`src/rtl/mem_access_controller.sv`:
```
// Requester-side sequencer for a 4K x 16 unified memory: turns single or burst
// load/store requests into memory cycles behind valid/ready handshakes.
module mem_access_controller #(
  parameter int                ADDR_W    = 12,
  parameter int                DATA_W    = 16,
  parameter int                LEN_W     = 5,
  parameter logic [ADDR_W-1:0] DATA_BASE = 'h800
) (
  input  logic              clock,
  input  logic              reset,
  input  logic              req_valid,
  output logic              req_ready,
  input  logic              req_write,
  input  logic [ADDR_W-1:0] req_addr,
  input  logic [LEN_W-1:0]  req_len,
  input  logic              wr_valid,
  output logic              wr_ready,
  input  logic [DATA_W-1:0] wr_data,
  output logic              rd_valid,
  input  logic              rd_ready,
  output logic [DATA_W-1:0] rd_data,
  output logic              busy,
  output logic              done,
  output logic              fault,
  output logic [ADDR_W-1:0] fault_addr,
  output logic [ADDR_W-1:0] mem_address,
  output logic [DATA_W-1:0] mem_data_in,
  output logic              mem_Write,
  output logic              mem_Read,
  input  logic [DATA_W-1:0] mem_data_out
);

  typedef enum logic [2:0] {
    S_IDLE,
    S_RD,
    S_RD_DRAIN,
    S_WR,
    S_DONE,
    S_FAULT
  } state_t;

  state_t              state_q, state_d;
  logic [ADDR_W-1:0]   cur_addr_q, cur_addr_d;
  logic [LEN_W-1:0]    remain_q, remain_d;
  logic [DATA_W-1:0]   rd_data_q, rd_data_d;
  logic                rd_valid_q, rd_valid_d;
  logic [ADDR_W-1:0]   fault_addr_q, fault_addr_d;

  logic [ADDR_W:0]     last_addr;
  logic                req_illegal;
  logic                last_word;
  logic                rd_capture;

  // The one-bit-wider sum exposes bursts that would wrap past the top of memory.
  assign last_addr   = {1'b0, req_addr} + (ADDR_W+1)'(req_len) - (ADDR_W+1)'(1);
  assign req_illegal = (req_len == '0)
                     || (last_addr > {1'b0, {ADDR_W{1'b1}}})
                     || (req_write && (req_addr < DATA_BASE));
  assign last_word   = (remain_q == LEN_W'(1));
  assign rd_capture  = !rd_valid_q || rd_ready;

  // NOTE: every output and *_d gets a default before the case so that no path
  // leaves a signal unassigned, which would otherwise infer a latch.
  always_comb begin
    state_d      = state_q;
    cur_addr_d   = cur_addr_q;
    remain_d     = remain_q;
    rd_data_d    = rd_data_q;
    rd_valid_d   = rd_valid_q;
    fault_addr_d = fault_addr_q;
    mem_Read     = 1'b0;
    mem_Write    = 1'b0;
    mem_address  = cur_addr_q;
    mem_data_in  = '0;
    wr_ready     = 1'b0;

    unique case (state_q)
      S_IDLE: begin
        if (req_valid) begin
          if (req_illegal) begin
            state_d      = S_FAULT;
            fault_addr_d = req_addr;
          end else begin
            cur_addr_d = req_addr;
            remain_d   = req_len;
            state_d    = req_write ? S_WR : S_RD;
          end
        end
      end

      S_RD: begin
        mem_Read = 1'b1;
        // A word is captured whenever the output register is empty or being emptied.
        if (rd_capture) begin
          rd_data_d  = mem_data_out;
          rd_valid_d = 1'b1;
          cur_addr_d = cur_addr_q + ADDR_W'(1);
          remain_d   = remain_q - LEN_W'(1);
          if (last_word) state_d = S_RD_DRAIN;
        end
      end

      S_RD_DRAIN: begin
        if (rd_ready) begin
          rd_valid_d = 1'b0;
          state_d    = S_DONE;
        end
      end

      S_WR: begin
        wr_ready    = 1'b1;
        mem_Write   = wr_valid;
        mem_data_in = wr_data;
        if (wr_valid) begin
          cur_addr_d = cur_addr_q + ADDR_W'(1);
          remain_d   = remain_q - LEN_W'(1);
          if (last_word) state_d = S_DONE;
        end
      end

      S_DONE:  state_d = S_IDLE;
      S_FAULT: state_d = S_IDLE;
      default: state_d = S_IDLE;
    endcase
  end

  // NOTE: sequential state uses non-blocking assignments so every flop samples
  // the pre-edge value of every other flop.
  always_ff @(posedge clock) begin
    if (reset) begin
      state_q      <= S_IDLE;
      cur_addr_q   <= '0;
      remain_q     <= '0;
      rd_data_q    <= '0;
      rd_valid_q   <= 1'b0;
      fault_addr_q <= '0;
    end else begin
      state_q      <= state_d;
      cur_addr_q   <= cur_addr_d;
      remain_q     <= remain_d;
      rd_data_q    <= rd_data_d;
      rd_valid_q   <= rd_valid_d;
      fault_addr_q <= fault_addr_d;
    end
  end

  assign req_ready  = (state_q == S_IDLE);
  assign busy       = (state_q != S_IDLE);
  assign done       = (state_q == S_DONE);
  assign fault      = (state_q == S_FAULT);
  assign rd_valid   = rd_valid_q;
  assign rd_data    = rd_data_q;
  assign fault_addr = fault_addr_q;

endmodule
```
`config.mk`:
```
export PLATFORM = sky130hd
export DESIGN_NAME = mem_access_controller
export DESIGN_NICKNAME = d
export VERILOG_FILES = /design/src/rtl/mem_access_controller.sv
export SDC_FILE = /design/constraint.sdc
export NUM_CORES = 1
export LEC_CHECK = 0
export CAP_MARGIN = 20
export CORE_MARGIN = 2
export CORE_UTILIZATION = 33
export DETAILED_ROUTE_END_ITERATION = 12
export GPL_ROUTABILITY_DRIVEN = 1
export GPL_TIMING_DRIVEN = 0
export PLACE_DENSITY = 0.66
export SLEW_MARGIN = 20
export SYNTH_ARGS = -nofsm -noshare
export SYNTH_HDL_FRONTEND = slang
export SYNTH_SLANG_ARGS = --single-unit
```
`constraint.sdc`:
```
create_clock -name clock -period 2.6 [get_ports clock]
set_clock_uncertainty 0.2 [all_clocks]
set_input_delay 0.26 -clock clock [delete_from_list [all_inputs] [get_ports clock]]
set_output_delay 0.26 -clock clock [all_outputs]
set_load 0.01 [all_outputs]
```
==> key figures <==
Status
  • Status: completed

Placed design
  • IO buf count: 117
  • Post-DP Area: roughly 4400 sq um
  • Dpl hpwl: 7.91 mm
  • RD Place Congestion: 0.892
  • Pre-CTS setup slack: -932 ps
  • Placed cell count: 623

Timing
  • Final Hold Vio Count: 0
  • Final setup viols: 0
  • Fin crit share: 99.1%
  • Worst-margin pin slew: between 600 and 700 ps
  • Worst slew margin: between 50% and 60%
  • TNS Setup: 0 ps
  • RSZ-0062 raised after global routing: true
  • Fin worst setup slack: 22.5 ps
  • Fmax: 388 MHz
  • Min cycle time layout: 2580 ps
  • Max-slew violations: 0

Floorplan
  • Core ar.: 8810 sq um
  • Die boundary width: 99.9 um
  • Starting Density: between 30% and 40%
  • Die height: 99.9 um
  • Io pins: approximately 120
  • Cell Rows: 34
  • Full die area: approximately 10000 sq um

Clock network
  • Clock transition at path regs: 90 ps
  • Clk root buf: clkbuf_8
  • Worst-Skew Late Latency: 310 ps
  • Clock sink count: 49
  • H-tree depth: 2
  • Hold_buf cts: 0
  • CTS buffer count: 5
  • Maximum root-to-sink buffer count: 2
  • CTS tree: yes

Global routing
  • Overall routing resource usage: a little over 20%
  • Antenna violations before repair: 0
  • Vias in the first global route: 3285
  • Congestion Overflow GR: 0
  • Global-route wire length before repair: 16.6 mm
  • Largest net degree at the start of global routing: 16

Synth
  • Post-synth EDFFs: 0
  • Warnings, synthesis: 0
  • Main flop type after synthesis: dfxtp_1
  • Synthesis-stage register bit count: 49
  • Yosys cell types: 48
  • Area of the mapped netlist: 3030 sq um
  • Post-synthesis cell count: roughly 400
  • Ys async rst share: 0%
  • Syn avg cell area: between 7 and 8 sq um
  • Synthesized Nets: approximately 470
  • Post-synthesis sequential area ratio: 32.3%

Finish
  • Fill count: 858
  • P&R area growth vs syn: 54.5%
  • Fraction of layout cells with a size suffix above 1: 14.1%
  • Nets: 604
  • Design Area, Final: 4690 sq um
  • Diodes inserted: 0
  • Non-Filler Instances: 639

Job
  • Max-cap violations: 0

Worst setup path
  • Reg-to-reg critical path startpoint: state_q[1]$_SDFFE_PP0P_
  • CP arrival: 2590 ps
  • CP Data Required Time: 2610 ps
  • CP startpoint: req_len[2]
  • Critical-path cell list: buf_8, inv_4, ha_4, inv_2, ha_4, a211oi_4, o41ai_4, a211oi_4, buf_12, mux2i_4, buf_12, a21oi_4, buf_6, a2111oi_4
  • CP Launch Type: input pin
  • Max incr delay on CP: between 300 and 400 ps
  • Worst Setup End Kind: register
  • Crit-path slowest cell: a2111oi_4
  • Critical Path Fanout Max: 8
  • WS Path Type: in -> reg

Route
  • Wirelength per Cell: 16.4 um
  • DRT iter0 DRCs: ~220
  • Antenna Nets Post-Route: 0
  • # DRC: 0
  • Drt first pass iters: 5
  • Vias per cell: 5.44
  • Via count: 3476
  • DRT Wirelength: 10.5 mm

Power
  • Pwr/cell area: 546 nW/um^2
  • Switching part of the total: between 30% and 40%
  • Sequential power share: 36.3%
  • Total power: 2.56 mW
  • Max rail drop VDD: approximately 230 uV
  • Comb power frac: 41.8%
  • Internal Power: 1.65 mW
  • Switch Pwr: 908 uW
  • LEAKAGE: between 1.5 and 2 nW
  • Clk pwr share: a little over a fifth

Hold path
  • Hold Path Class: in -> reg
  • Hold Path Origin: req_addr[2]
==> cells in the mapped netlist (2+ instances only) <==
cell type / count / share of area (%)
a221oi_1: 2 / 0.58
clkbuf_1: 20 / 2.5
o31ai_1: 2 / 0.49
and2_1: 5 / 1.0
a311oi_1: 4 / 1.2
nand2_1: 49 / 6.1
o32ai_1: 8 / 2.3
inv_1: 38 / 4.7
a22oi_1: 3 / 0.74
o211ai_1: 2 / 0.49
nand2b_1: 10 / 2.1
a31oi_1: 6 / 1.2
buf_4: 3 / 0.74
a211oi_1: 3 / 0.74
a21oi_1: 54 / 8.9
a211oi_2: 2 / 0.82
nor4_1: 2 / 0.41
ha_1: 19 / 7.8
dfxtp_1: 49 / 32
nor3_1: 6 / 0.99
and3_1: 21 / 4.3
buf_2: 4 / 0.66
nand3_1: 23 / 3.8
o21ai_0: 15 / 2.5
nor3b_1: 5 / 1.2
o31a_1: 2 / 0.58
nor2_1: 20 / 2.5
==> kinds of logic (layout without fill, tap and decap cells) <==
logic type               count (synthesis)  after routing  share of synthesized area [%]
AND/OR/NAND/NOR                        145            145                           23.7
AO/OA/AOI/OAI                          114            114                           25.2
buffers and inverters                   66            199                           8.70
flip-flops                              49             49                           32.3
adder cells (fa/ha/maj)                 19             19                           7.84
multiplexers                             4              4                           1.94
XOR/XNOR                                 1              1                          0.289
==> metrics by stage <==
stage | hold slack [ps] | util [%]
2_1_floorplan | 196 | -
3_3_place_gp | 242 | 49.5
3_5_place_dp | 247 | 49.5
4_1_cts | 42.9 | 52.3
5_1_grt | 13.3 | 53.2
6_report | 12.7 | 53.2
==> flip-flops by register name, summed over array words and instances (netlist names) <==
signal and flops:
rd_data 16, mem_address 12, fault_addr 12, remain_q 5
rd_valid 1, state_q 3
==> critical path, delay by kind of cell <==
family | cells | cell delay [ps]
AO/OA/AOI/OAI | 5 | 990
buffers and inverters | 6 | 610
adder cells (fa/ha/maj) | 2 | 480
multiplexers | 1 | 240
==> timing repair <==
| item | 4_1_cts | 5_1_grt |
|---|---|---|
| resized for setup | 71 | 42 |
| pin swaps | 10 | 11 |
| buffers inserted | 8 | 0 |
| cloned | 1 | 0 |
| endpoints found under the setup margin | 49 | 45 |
==> area by class of cell <==
cell class / count / area, sq um / area share, %
buffer: 27 / 151 / 3.23
clock buffer: 6 / 72.6 / 1.55
clock inverter: 2 / 38.8 / 0.827
inverter: 38 / 145 / 3.10
multi-input combinational: 283 / 1920 / 41.0
sequential: 49 / 981 / 20.9
tap: 108 / 135 / 2.88
timing repair buffer: 126 / 1240 / 26.5
==> power groups by stage <==
stage	registers, mW	clock network [mW]	logic [mW]
finish	0.928	0.560	1.07
global route	0.945	0.600	1.16
CTS	0.927	0.565	1.04
detailed placement	0.937	0	0.976
global placement	0.935	0	0.961
floorplan	0.955	0	0.528
==> routing by layer <==
layer | routed length (um) | track usage, % | up-vias
met3 | 813 | 3.90 | 20
met2 | 5150 | 36.3 | 164
met1 | 4290 | 25.5 | 1623
met4 | 206 | 5.69 | 0
li1 | - | - | 1669
met5 | 0 | 0 | -
==> cell usage in the layout, fill, tap and decap left out, types with 6 or more instances in the layout <==
cell type	netlist	layout
ha_4	0	6
buf_4	3	11
buf_2	4	7
dfxtp_1	49	49
nand3_1	23	22
nand2b_1	10	10
clkdlybuf4s50_1	0	90
a21oi_1	54	52
inv_2	0	10
a31oi_1	6	6
nor3_1	6	6
clkbuf_8	0	6
clkbuf_1	20	17
nor2_1	20	18
nand2_1	49	49
o32ai_1	8	7
ha_1	19	13
inv_1	38	27
and3_1	21	21
o21ai_0	15	15
dlymetal6s2s_1	0	8
==> worst paths after layout <==
path	to	slack, ps	cells after the start
worst max-delay path	mem_address[7]$_SDFFE_PP0P_	20	14
worst min register to register	rd_data[5]$_SDFFE_PP0P_	260	2
worst min-delay path	fault_addr[2]$_SDFFE_PP0P_	10	3
worst max register to register	mem_address[7]$_SDFFE_PP0P_	360	6
No activity file was read; power rests on OpenSTA's default activity.
